==> src/rtl/rr_mux4_if.sv <==
// ============================================================================
// rr_mux4_if : four valid/ready input lanes and one valid/ready output stream
// Rev 1.0
// ============================================================================
`default_nettype none

interface rr_mux4_if #(
   parameter int WIDTH = 8
);
   logic [3:0]         in_valid;
   logic [4*WIDTH-1:0] in_data;
   logic [3:0]         in_ready;
   logic               out_valid;
   logic [WIDTH-1:0]   out_data;
   logic [1:0]         out_sel;
   logic               out_ready;

   // master: the merging block itself
   modport master (
      input  in_valid, in_data, out_ready,
      output in_ready, out_valid, out_data, out_sel
   );

   // slave: the lanes feeding it and the consumer draining it
   modport slave (
      output in_valid, in_data, out_ready,
      input  in_ready, out_valid, out_data, out_sel
   );
endinterface

`default_nettype wire

==> src/rtl/rr_mux4.sv <==
// ============================================================================
// rr_mux4 : round-robin 4:1 valid/ready merge into a registered output beat
// Rev 1.0
// ============================================================================
`default_nettype none

module rr_mux4 #(
   parameter int WIDTH = 8
) (
   input  wire logic   clk,
   input  wire logic   rst_n,
   rr_mux4_if.master   bus
);
   logic [1:0]       ptr_q, ptr_d;
   logic             out_valid_q, out_valid_d;
   logic [WIDTH-1:0] out_data_q, out_data_d;
   logic [1:0]       out_sel_q, out_sel_d;
   logic             run_q;

   logic             w_load_en;
   logic             w_found;
   logic             w_accept;
   logic [1:0]       w_idx;
   logic [1:0]       w_gidx;
   logic [3:0]       w_grant;
   logic [WIDTH-1:0] w_gdata;

   assign w_load_en = !out_valid_q | bus.out_ready;

   // First valid lane at or above ptr, wrapping modulo 4.
   always_comb begin
      w_found = 1'b0;
      w_gidx  = 2'd0;
      w_grant = 4'b0000;
      w_idx   = 2'd0;
      for (int k = 0; k < 4; k++) begin
         w_idx = ptr_q + 2'(k);
         if (!w_found && bus.in_valid[w_idx]) begin
            w_found        = 1'b1;
            w_gidx         = w_idx;
            w_grant[w_idx] = 1'b1;
         end
      end
   end

   always_comb begin
      w_gdata = '0;
      for (int i = 0; i < 4; i++) begin
         if (w_gidx == 2'(i)) begin
            w_gdata = bus.in_data[i*WIDTH +: WIDTH];
         end
      end
   end

   // run_q keeps the release edge itself from accepting a beat.
   assign w_accept     = w_found & w_load_en & run_q;
   assign bus.in_ready = w_grant & {4{w_load_en & run_q}};

   always_comb begin
      ptr_d       = ptr_q;
      out_valid_d = out_valid_q;
      out_data_d  = out_data_q;
      out_sel_d   = out_sel_q;
      if (w_accept) begin
         out_valid_d = 1'b1;
         out_data_d  = w_gdata;
         out_sel_d   = w_gidx;
         ptr_d       = w_gidx + 2'd1;
      end else if (bus.out_ready) begin
         out_valid_d = 1'b0;
      end
   end

   always_ff @(posedge clk or negedge rst_n) begin
      if (!rst_n) begin
         ptr_q       <= 2'd0;
         out_valid_q <= 1'b0;
         out_data_q  <= '0;
         out_sel_q   <= 2'd0;
         run_q       <= 1'b0;
      end else begin
         ptr_q       <= ptr_d;
         out_valid_q <= out_valid_d;
         out_data_q  <= out_data_d;
         out_sel_q   <= out_sel_d;
         run_q       <= 1'b1;
      end
   end

   assign bus.out_valid = out_valid_q;
   assign bus.out_data  = out_data_q;
   assign bus.out_sel   = out_sel_q;

endmodule

`default_nettype wire

==> src/flat_wrapper.sv <==
// flat-port wrapper written by rule: the top's interface ports become plain ports
module rr_mux4_flat 
#(
   parameter int WIDTH = 8
)
  (clk, rst_n, bus_in_valid, bus_in_data, bus_out_ready, bus_in_ready, bus_out_valid, bus_out_data, bus_out_sel);
  rr_mux4_if #(.WIDTH(WIDTH)) bus_i ();
  input  wire logic clk;
  input  wire logic rst_n;
  input wire logic [$bits(bus_i.in_valid)-1:0] bus_in_valid;
  input wire logic [$bits(bus_i.in_data)-1:0] bus_in_data;
  input wire logic [$bits(bus_i.out_ready)-1:0] bus_out_ready;
  output wire logic [$bits(bus_i.in_ready)-1:0] bus_in_ready;
  output wire logic [$bits(bus_i.out_valid)-1:0] bus_out_valid;
  output wire logic [$bits(bus_i.out_data)-1:0] bus_out_data;
  output wire logic [$bits(bus_i.out_sel)-1:0] bus_out_sel;
  assign bus_i.in_valid = bus_in_valid;
  assign bus_i.in_data = bus_in_data;
  assign bus_i.out_ready = bus_out_ready;
  assign bus_in_ready = bus_i.in_ready;
  assign bus_out_valid = bus_i.out_valid;
  assign bus_out_data = bus_i.out_data;
  assign bus_out_sel = bus_i.out_sel;
  rr_mux4 #(.WIDTH(WIDTH)) u_core (.clk(clk), .rst_n(rst_n), .bus(bus_i));
endmodule
==> config.mk <==
export PLATFORM = sky130hd
export DESIGN_NAME = rr_mux4_flat
export DESIGN_NICKNAME = d
export VERILOG_FILES = /design/src/rtl/rr_mux4_if.sv /design/src/rtl/rr_mux4.sv /design/src/flat_wrapper.sv
export SDC_FILE = /design/constraint.sdc
export NUM_CORES = 1
export LEC_CHECK = 0
export ABC_AREA = 1
export CORE_MARGIN = 2
export CORE_UTILIZATION = 40
export DETAILED_ROUTE_END_ITERATION = 16
export GPL_TIMING_DRIVEN = 0
export PLACE_DENSITY = 0.74
export SETUP_SLACK_MARGIN = 0.3
export SLEW_MARGIN = 20
export SYNTH_ARGS = -nofsm -noshare
export SYNTH_HDL_FRONTEND = slang
export SYNTH_SLANG_ARGS = --single-unit
export TNS_END_PERCENT = 20
==> constraint.sdc <==
create_clock -name clk -period 4.6 [get_ports clk]
set_input_delay 0.92 -clock clk [delete_from_list [all_inputs] [get_ports clk]]
set_output_delay 0.92 -clock clk [all_outputs]
set_load 0.01 [all_outputs]
==> report_table.html <==
<table>
<tr><th>Metric</th><th>Value</th></tr>
<tr><th colspan="2">Clock tree</th></tr>
<tr><td>Clk slew on worst S/H paths</td><td>0.09 ns</td></tr>
<tr><td>H-tree depth</td><td>1</td></tr>
<tr><td>Root Driver</td><td>clkbuf_4</td></tr>
<tr><td>Buffer levels on the longest clock path</td><td>2</td></tr>
<tr><td>CTS Buf Count</td><td>3</td></tr>
<tr><td>CTS tree</td><td>built</td></tr>
<tr><td>Clock sink total</td><td>14</td></tr>
<tr><td>Quantity of gates resized following cts</td><td>0</td></tr>
<tr><td>Number of hold-repair buffers added at the cts stage</td><td>0</td></tr>
<tr><td>Setup repair bufs after CTS</td><td>0</td></tr>
<tr><td>Clock latency of the later-clocked register in the worst-skew pair</td><td>0.28 ns</td></tr>
<tr><th colspan="2">Power</th></tr>
<tr><td>Switching Fraction</td><td>0.544</td></tr>
<tr><td>Power density relative to cell area</td><td>770 nW/um^2</td></tr>
<tr><td>Switching component of the power</td><td>853 uW</td></tr>
<tr><td>Part of the power in the clock network</td><td>0.056</td></tr>
<tr><td>Internal cell power</td><td>715 uW</td></tr>
<tr><td>Sequential Power Share</td><td>0.143</td></tr>
<tr><td>Lkg Pwr</td><td>0.00102 uW</td></tr>
<tr><td>Proportion of power drawn by combinational gates</td><td>0.801</td></tr>
<tr><td>Max VDD drop</td><td>0.000369 V</td></tr>
<tr><th colspan="2">Drt</th></tr>
<tr><td>Initial DRC Count</td><td>101</td></tr>
<tr><td>Number of iterations in the first detailed-routing pass</td><td>4</td></tr>
<tr><td>Post-detailed-route count of antenna-violating nets</td><td>0</td></tr>
<tr><td>Vias</td><td>1522</td></tr>
<tr><td>Number of DRC violations after detailed routing</td><td>0</td></tr>
<tr><td>Routed vias/inst</td><td>4.88</td></tr>
<tr><td>Average wire per cell in the routed design</td><td>11.2 um</td></tr>
<tr><td>Routed WL</td><td>3500 um</td></tr>
<tr><th colspan="2">Final layout</th></tr>
<tr><td>FILL cells</td><td>352</td></tr>
<tr><td>Register Area</td><td>350 um^2</td></tr>
<tr><td>Number of inserted diodes</td><td>0</td></tr>
<tr><td>Fraction of layout instances using a drive strength above 1</td><td>0.105</td></tr>
<tr><td>Area added between synthesis and finish</td><td>44.2%</td></tr>
<tr><td>Fin util</td><td>0.606</td></tr>
<tr><td>Net total in the final layout</td><td>317</td></tr>
<tr><td>Combined area of the multi-input logic cells</td><td>932 um^2</td></tr>
<tr><th colspan="2">Synthesis</th></tr>
<tr><td>Area leader, netlist</td><td>dfrtp_1</td></tr>
<tr><td>Portion of synthesized cell area occupied by the leading cell type</td><td>0.248</td></tr>
<tr><td>Mean cell area of the mapped netlist</td><td>6.76 um^2</td></tr>
<tr><td>Main flop type after synthesis</td><td>dfrtp_1</td></tr>
<tr><td>Sequential element share of the synthesized area</td><td>0.248</td></tr>
<tr><td>Post-synth EDFFs</td><td>0</td></tr>
<tr><td>Synth Instances</td><td>209</td></tr>
<tr><td>Total of warnings raised by yosys</td><td>0</td></tr>
<tr><td>Netlist Area Pre-Place</td><td>1410 um^2</td></tr>
<tr><td>Synth top area cells</td><td>dfrtp_1, nand2_1, ha_1</td></tr>
<tr><td>Number of nets in the synthesized netlist</td><td>259</td></tr>
<tr><td>Count of distinct cell types in the synthesized netlist</td><td>26</td></tr>
<tr><td>Post-synthesis register bit count</td><td>14</td></tr>
<tr><td>Post-synth ARST share</td><td>1.00</td></tr>
<tr><th colspan="2">Timing</th></tr>
<tr><td>Final Slew Violations</td><td>0</td></tr>
<tr><td>Least setup slack across all paths after layout</td><td>0.879 ns</td></tr>
<tr><td>RSZ-0062 raised after global routing</td><td>no</td></tr>
<tr><td>Final setup fails</td><td>0</td></tr>
<tr><td>Sum of negative setup slack</td><td>0 ns</td></tr>
<tr><td>Final worst path period share</td><td>0.809</td></tr>
<tr><td>Worst relative slew slack</td><td>0.597</td></tr>
<tr><td>Final hold violation count</td><td>0</td></tr>
<tr><td>Worst Skew</td><td>0.00613 ns</td></tr>
<tr><td>Least-Margin Pin Slew</td><td>0.602 ns</td></tr>
<tr><td>Highest achievable clock rate</td><td>0.269 GHz</td></tr>
<tr><td>Crit path time final</td><td>3.72 ns</td></tr>
<tr><th colspan="2">Floorplanning</th></tr>
<tr><td>Standard cell core area</td><td>3360 um^2</td></tr>
<tr><td>Io pins</td><td>54</td></tr>
<tr><td>Std-Cell Rows</td><td>21</td></tr>
<tr><td>Starting Density</td><td>0.420</td></tr>
<tr><td>Chip width</td><td>63.4 um</td></tr>
<tr><td>Area enclosed by the die boundary</td><td>4020 um^2</td></tr>
<tr><td>Y dimension of the die</td><td>63.4 um</td></tr>
<tr><th colspan="2">Global routing</th></tr>
<tr><td>Met2 Resource Use GR</td><td>0.283</td></tr>
<tr><td>Met1 demand-to-capacity share in global routing</td><td>0.265</td></tr>
<tr><td>Most crowded layer after global routing</td><td>met2</td></tr>
<tr><td>Wire length of the first global-routing pass</td><td>6160 um</td></tr>
<tr><td>Number of global-route vias before repair</td><td>1471</td></tr>
<tr><td>GR Overflow Total</td><td>0</td></tr>
<tr><td>Met3 Usage GRT</td><td>0.0321</td></tr>
<tr><td>Initial antenna violation count</td><td>0</td></tr>
<tr><td>Maximum number of pins on one net before global-route repair</td><td>15</td></tr>
<tr><td>Overall Global Routing Usage</td><td>0.184</td></tr>
<tr><th colspan="2">Critical path</th></tr>
<tr><td>Startpoint of the most critical register-to-register path</td><td>u_core.ptr_q[1]</td></tr>
<tr><td>Critical Path Source</td><td>bus_in_valid[1]</td></tr>
<tr><td>Worst reg2reg path depth</td><td>18</td></tr>
<tr><td>Worst Path Arrival</td><td>2.80 ns</td></tr>
<tr><td>Endpoint of the most critical setup path</td><td>bus_in_ready[2]</td></tr>
<tr><td>Slowest cell on the critical path</td><td>clkdlybuf4s50_1</td></tr>
<tr><td>Family of cells with the greatest summed delay on the critical path</td><td>buffers and inverters</td></tr>
<tr><td>CP Cell Sequence</td><td>clkdlybuf4s50_1 -&gt; inv_1 -&gt; nand2_1 -&gt; nand3_4 -&gt; nand2_4 -&gt; nor2_2 -&gt; a21oi_1 -&gt; nand3_1 -&gt; nand2_1 -&gt; inv_1 -&gt; clkdlybuf4s50_1</td></tr>
<tr><td>Crit end category</td><td>output port</td></tr>
<tr><td>Required arrival time at the worst endpoint</td><td>3.68 ns</td></tr>
<tr><td>Logic depth of the worst setup path including buffers</td><td>11</td></tr>
<tr><td>Critical setup path kind</td><td>input port to output port</td></tr>
<tr><td>Stage delay of the slowest cell on the critical path</td><td>0.53 ns</td></tr>
<tr><td>Buf/Inv on CP</td><td>4</td></tr>
<tr><td>Kind of start point of the critical path</td><td>input port</td></tr>
<tr><td>Max Fanout on Critical Path</td><td>6</td></tr>
<tr><td>R2R setup slack</td><td>1.23 ns</td></tr>
<tr><td>Worst r2r dst</td><td>u_core.bus.out_data[5]</td></tr>
<tr><th colspan="2">Min path</th></tr>
<tr><td>Source of the worst hold timing path</td><td>u_core.bus.out_data[3]</td></tr>
<tr><td>Type of the most critical hold path</td><td>flip-flop to flip-flop</td></tr>
<tr><th colspan="2">Outcome</th></tr>
<tr><td>Status</td><td>finished, final reports clean</td></tr>
<tr><th colspan="2">Placed design</th></tr>
<tr><td>Port Buffers</td><td>53</td></tr>
<tr><td>Placer's final routability congestion estimate</td><td>0.845</td></tr>
<tr><td>Post-Place Worst Slack</td><td>0.839 ns</td></tr>
<tr><td>HPWL Detailed</td><td>2860 um</td></tr>
<tr><th colspan="2">Flow run</th></tr>
<tr><td>Total of max-cap violations</td><td>0</td></tr>
</table>
-- cell usage in the layout (no fill, tap or decap) --
cell type | Yosys | layout
a21boi_0 | 4 | 4
a21oi_1 | 12 | 12
buf_2 | 1 | 1
buf_4 | 1 | 1
buf_6 | 2 | 2
clkbuf_1 | 2 | 2
clkbuf_4 | 0 | 3
clkbuf_8 | 0 | 1
clkdlybuf4s50_1 | 0 | 53
conb_1 | 1 | 1
dfrtp_1 | 14 | 14
ha_1 | 11 | 11
inv_1 | 18 | 18
inv_2 | 3 | 3
inv_6 | 1 | 1
nand2_1 | 81 | 81
nand2_2 | 4 | 4
nand2_4 | 4 | 4
nand3_1 | 13 | 13
nand3_2 | 3 | 3
nand3_4 | 2 | 2
nand4_1 | 6 | 6
nand4_2 | 1 | 1
nor2_1 | 2 | 2
nor2_2 | 1 | 1
nor2_8 | 1 | 1
o211ai_1 | 1 | 1
o21a_1 | 2 | 2
o21ai_0 | 18 | 18
-- Yosys cell counts (2+ instances only) --
cell,count
nor2_1,2
clkbuf_1,2
nand3_2,3
nand3_1,13
nand2_2,4
dfrtp_1,14
o21a_1,2
nand4_1,6
inv_1,18
nand2_1,81
a21boi_0,4
o21ai_0,18
buf_6,2
ha_1,11
inv_2,3
a21oi_1,12
nand2_4,4
nand3_4,2
-- stage by stage --
stage	instances	instance area [um^2]	power (uW)	hold slack [ns]
finish	312	2040	1570	0.499
floorplan	209	1410	1120	0.514
global route	312	2040	1760	0.512
detailed placement	308	2000	1480	0.477
global placement	308	2000	1460	0.463
CTS	312	2040	1570	0.498
-- metal layers --
layer,wire (um),part of all wire
met3,220,0.063
met2,1530,0.44
met4,42,0.012
met5,0,0
met1,1700,0.49
-- layout make-up --
cell class                 instances  area share
sequential                        14       0.172
multi-input combinational        167       0.458
timing repair buffer              53       0.260
clock buffer                       4      0.0178
buffer                             6      0.0209
tap                               46      0.0283
inverter                          22      0.0430
-- power groups by stage --
stage,clock network (uW),logic [uW],registers [uW]
floorplan,0,883,236
global placement,0,1240,224
detailed placement,0,1250,225
CTS,89.5,1260,224
global route,94.4,1430,231
finish,87.4,1260,225
-- kinds of logic (layout without fill, tap and decap cells) --
logic type,after synthesis,in the layout,synth area share
compound gates,37,37,0.143
fa+ha+maj,11,11,0.0974
buf+inv,28,85,0.0921
flops,14,14,0.248
other cells,1,1,0.00265
simple gates,118,118,0.416
-- how the worst min path moves through the flow --
stage / end / cells after the start
after floorplan: u_core.bus.out_data[2] / 2
after global placement: u_core.bus.out_sel[0] / 2
after detailed placement: u_core.bus.out_data[1] / 2
after CTS: u_core.bus.out_data[1] / 2
after global routing: u_core.bus.out_data[7] / 2
final: u_core.bus.out_data[3] / 2
-- registers in the layout, summed over array words and instances (netlist names) --
name	count
u_core.bus.out_valid	1
u_core.bus.out_data	8
u_core.run_q	1
u_core.ptr_q	2
u_core.bus.out_sel	2
-- worst register-to-register path, stage by stage, from the launching register on --
cell and delay [ns]:
dfrtp_1 0.56, inv_2 0.18, ha_1 0.37, inv_1 0.10
nand3_1 0.09, nand2_1 0.08, inv_1 0.20, nand4_1 0.12
nand2_1 0.16, inv_1 0.09, ha_1 0.18, buf_2 0.17
nor2_1 0.41, nand2_1 0.11, nand2_1 0.08, o21ai_0 0.08
o21ai_0 0.18, nand2_1 0.09, nand2_1 0.06
Note: power is estimated with default switching activity, not from simulation.
